<file path="config.mk">
export PLATFORM = sky130hd
export DESIGN_NAME = ps_interrupt_ctrl
export DESIGN_NICKNAME = d
export VERILOG_FILES = /design/src/rtl/ps_int_pkg.sv /design/src/rtl/int_edge_detect.sv /design/src/rtl/ps_interrupt_ctrl.sv
export SDC_FILE = /design/constraint.sdc
export NUM_CORES = 1
export LEC_CHECK = 0
export CELL_PAD_IN_SITES_DETAIL_PLACEMENT = 1
export CELL_PAD_IN_SITES_GLOBAL_PLACEMENT = 1
export CORE_ASPECT_RATIO = 1.1
export CORE_MARGIN = 2
export CORE_UTILIZATION = 25
export DETAILED_ROUTE_END_ITERATION = 6
export MAX_ROUTING_LAYER = met4
export PLACE_DENSITY_LB_ADDON = 0.12
export SYNTH_ARGS = -nofsm -noshare
export SYNTH_HDL_FRONTEND = slang
export SYNTH_SLANG_ARGS = --single-unit
</file>
<file path="constraint.sdc">
create_clock -name clk -period 1.2 [get_ports clk]
set_input_delay 0.24 -clock clk [delete_from_list [all_inputs] [get_ports clk]]
set_output_delay 0.24 -clock clk [all_outputs]
set_load 0.01 [all_outputs]
</file>
<file path="src/rtl/ps_int_pkg.sv">
// Shared definitions for the program-sequencer interrupt controller.
package ps_int_pkg;

    // Controller state encoding (2 bits).
    typedef enum logic [1:0] {
        IDLE_ST    = 2'd0,
        REQ_ST     = 2'd1,
        SERVICE_ST = 2'd2
    } int_state_e;

    // Default service-routine entry address.
    localparam logic [15:0] INT_VECTOR_DEFAULT = 16'h0004;

endpackage : ps_int_pkg

</file>
<file path="src/rtl/int_edge_detect.sv">
// Rising-edge detector for a clk-synchronous request line.
// A level held high for many cycles yields a single rise.
module int_edge_detect (
    input  logic clk,
    input  logic reset,
    input  logic in,
    output logic rise
);

    logic int_d_q;

    // Delayed copy of the request line.
    always_ff @(posedge clk or posedge reset) begin
        if (reset) begin
            int_d_q <= 1'b0;
        end else begin
            int_d_q <= in;
        end
    end

    // Rise is high for the cycle in which the line first reads high.
    always_comb begin
        rise = in & ~int_d_q;
    end

endmodule : int_edge_detect

</file>
<file path="src/rtl/ps_interrupt_ctrl.sv">
// Single-level interrupt controller for the program sequencer.
// Latches one pending request, asks the sequencer to branch to the vector,
// saves the return address on acknowledge and blocks nesting until RTI.
module ps_interrupt_ctrl
    import ps_int_pkg::*;
#(
    parameter int                  PMA_SIZE   = 16,
    parameter logic [PMA_SIZE-1:0] INT_VECTOR = INT_VECTOR_DEFAULT
) (
    input  logic                clk,
    input  logic                reset,
    input  logic                interrupt,
    input  logic                ps_idle,
    input  logic                ps_int_en,
    input  logic [PMA_SIZE-1:0] ps_pc,
    input  logic                ps_int_ack,
    input  logic                ps_rti,
    output logic                int_req,
    output logic [PMA_SIZE-1:0] int_vector,
    output logic [PMA_SIZE-1:0] int_ret_addr,
    output logic                int_wake,
    output logic                int_busy,
    output logic                int_lost
);

    int_state_e          state_q, state_d;
    logic                pending_q, pending_d;
    logic                lost_q, lost_d;
    logic [PMA_SIZE-1:0] ret_q, ret_d;
    logic                rise;
    logic                accept;

    int_edge_detect u_edge (
        .clk   (clk),
        .reset (reset),
        .in    (interrupt),
        .rise  (rise)
    );

    // State, pending flag, sticky loss flag and saved return address.
    always_ff @(posedge clk or posedge reset) begin
        if (reset) begin
            state_q   <= IDLE_ST;
            pending_q <= 1'b0;
            lost_q    <= 1'b0;
            ret_q     <= '0;
        end else begin
            state_q   <= state_d;
            pending_q <= pending_d;
            lost_q    <= lost_d;
            ret_q     <= ret_d;
        end
    end

    // Next-state and Moore outputs; outputs depend only on state so reset clears them at once.
    always_comb begin
        state_d  = state_q;
        ret_d    = ret_q;
        int_req  = 1'b0;
        int_busy = 1'b0;
        accept   = 1'b0;
        case (state_q)
            IDLE_ST: begin
                if (pending_q && ps_int_en) begin
                    state_d = REQ_ST;
                end
            end
            REQ_ST: begin
                int_req = 1'b1;
                if (ps_int_ack) begin
                    accept  = 1'b1;
                    ret_d   = ps_pc;
                    state_d = SERVICE_ST;
                end else if (!ps_int_en) begin
                    state_d = IDLE_ST;
                end
            end
            SERVICE_ST: begin
                int_busy = 1'b1;
                if (ps_rti) begin
                    state_d = IDLE_ST;
                end
            end
            default: begin
                state_d = IDLE_ST;
            end
        endcase
    end

    // A rise coinciding with acceptance replaces the consumed request rather than being lost.
    always_comb begin
        pending_d = rise | (pending_q & ~accept);
        lost_d    = lost_q | (rise & pending_q & ~accept);
    end

    // Output wiring.
    always_comb begin
        int_wake     = int_req & ps_idle;
        int_vector   = INT_VECTOR;
        int_ret_addr = ret_q;
        int_lost     = lost_q;
    end

endmodule : ps_interrupt_ctrl

</file>
==> flow_summary.json, run 1 <==
{
  "cts_hold_buf": 0,
  "hp-class": "in2async",
  "fin_util": 0.404,
  "synthToLayoutAreaGrowth_pct": 53.3,
  "clkLatencyLatePin_ps": 260,
  "max_freq_mhz": 740,
  "drv_cap": 0,
  "clkTransAtPathRegs_ps": 80,
  "drive_gt1_frac": 0.235,
  "finalInstanceArea_sq_um": 1500,
  "gp_congestion": 0.643,
  "cts.sinks": 21,
  "worstPathArrival_ps": 1110,
  "max_stage_delay_ps": 410,
  "critPathMaxFanout": 3,
  "fin_ws_ps": -151,
  "drtAntennaViolNets": 0,
  "nets": 143,
  "htree_num_levels": 1,
  "rsz0062_at_grt": "true",
  "avgRoutedWirePerCell_um": 13.4,
  "num_rows": 23,
  "hpwl_mm": 1.59,
  "final_cell_mix": "22 x clkdlybuf4s50_1, 21 x dfrtp_1, 16 x mux2_4, 16 x conb_1, 9 x clkdlybuf4s15_1",
  "outcome": "finished with violations",
  "grt_first_pass_wirelength_mm": 3.58,
  "synth_warnings": 0,
  "ir_drop_v": 0.000730,
  "synth_edf_count": 0,
  "place_area_sq_um": 1410,
  "worstSetupPathType": "reg2out",
  "tritoncts": "done",
  "ioPinCount": 59,
  "power_mw": 3.18,
  "dieHeight_um": 69.7,
  "die-width_um": 63.7,
  "async_flop_share": 1.00,
  "synth-seq-cells": 21,
  "firstDrtPassIters": 3,
  "drc": 0,
  "cts_buffers": 3,
  "diodes": 0,
  "p_per_area_nw_per_um2": 2120,
  "syn_avg_cell_area_sq_um": 13.8,
  "crit_family": "flip-flops",
  "clockBufferDepth": 2,
  "layout.cells.non_filler": 169,
  "violations": "setup timing",
  "worstPathRequired_ps": 960,
  "cp_num_buf_inv": 1,
  "ctsRootBufferMaster": "clkbuf_8",
  "cp-end-kind": "output pin",
  "drt_iter0_markers": 7,
  "power.leakage_nw": 0.752,
  "grt_pass1_vias": 723,
  "vias": 657,
  "dp.cells": 162,
  "die_area_sq_um": 4440,
  "crit_slowest_cell": "dfrtp_1",
  "yosys.cell_types.count": 17,
  "core_sq_um": 3710,
  "period_needed_ps": 1350,
  "path_cells": "and2b_1, and2_1, buf_2",
  "layout_commonest_cell": "clkdlybuf4s50_1",
  "overflow": 0,
  "port_buffers": 42,
  "setup_violations": 19,
  "via_per_inst": 3.89,
  "grt.total_usage": 0.110,
  "seq_area_frac_synth": 0.536,
  "ys.flop_type": "dfrtp_1",
  "timing.final.crit_share": 1.13,
  "start_util": 0.264,
  "grt_max_degree": 22,
  "netlist_instances": 71,
  "syn_area_sq_um": 980,
  "antenna_found_initial": 0,
  "hold_viol": 0,
  "clock_skew_ps": 1.08,
  "slew_viol_final": 0,
  "worstSetupStartpointType": "flip-flop",
  "routed_wl_mm": 2.27
}
-- cell families after synthesis --
logic type,synth area share
DFF,0.536
buffers and inverters,0.166
muxes,0.211
and+or+nand+nor,0.0498
AOI/OAI and AO/OA,0.0294
other,0.00767
-- sequential cells by signal, summed over array words and instances (netlist names) --
name and cells:
u_edge.int_d_q 1, pending_q 1, int_lost 1, int_ret_addr 16
state_q 2
-- cell usage after synthesis (all sizes together), types with 2 or more instances --
cell type	n	area (sq um)
nand2b	2	12.5
mux2	16	206
dfrtp	21	526
inv	3	11.3
buf	18	151
conb	2	7.51
or2b	2	15.0
-- what timing repair did --
item                       in CTS  in global routing
resized for setup              40                 10
buffers inserted                1                  2
pin swaps                       1                  0
gates cloned                    0                  0
setup endpoints to repair      36                 29
-- tightest hold or removal path, stage by stage --
cell,delay [ps]
clkdlybuf4s50_1,400
inv_1,100
buf_12,170
-- per-layer routing --
metal	GRT usage	up-vias	share of wire
met5	-	-	0
met4	0.0725	0	0.025
met3	0.0308	4	0.067
met2	0.180	32	0.54
met1	0.114	325	0.36
li1	-	296	-
-- path summary, 6_finish.rpt --
check	start	endpoint	slack [ps]	cells past startpoint
max	state_q[0]	int_wake	-150	3
min	reset	pending_q	310	3
max reg2reg	state_q[0]	int_ret_addr[13]	-120	4
min reg2reg	int_lost	int_lost	480	1
max in group asynchronous	reset	int_ret_addr[10]	760	3
min in group clk	int_lost	int_lost	480	1
-- power by group --
| group | internal, mW | switching, mW |
|---|---|---|
| registers | 1.02 | 0.173 |
| clock network | 0.237 | 0.236 |
| logic | 0.966 | 0.547 |
-- through the flow --
| step | setup slack (ps) | setup TNS [ps] | hold slack (ps) |
|---|---|---|---|
| global route | -210 | -2960 | 351 |
| detailed placement | -376 | -6080 | 471 |
| floorplan | -12.0 | -84.3 | 217 |
| CTS | -155 | -1990 | 304 |
| global placement | -361 | -6120 | 451 |
| finish | -151 | -1970 | 306 |
-- cell type report --
class                           count  area (sq um)
Sequential cell                    21           526
Tap cell                           50          62.6
Fill cell                         404          2210
Timing Repair Buffer               48           479
Inverter                            3          11.3
Multi-Input combinational cell     43           378
Clock buffer                        4          45.0
(Power assumes the default switching activity.)
==> run 2, diff against run 1 <==
Settings changed: GPL_ROUTABILITY_DRIVEN from default to 0.
==> results of run 2 <==
No change in the layout: final DEF, timing and power equal those of run 1.
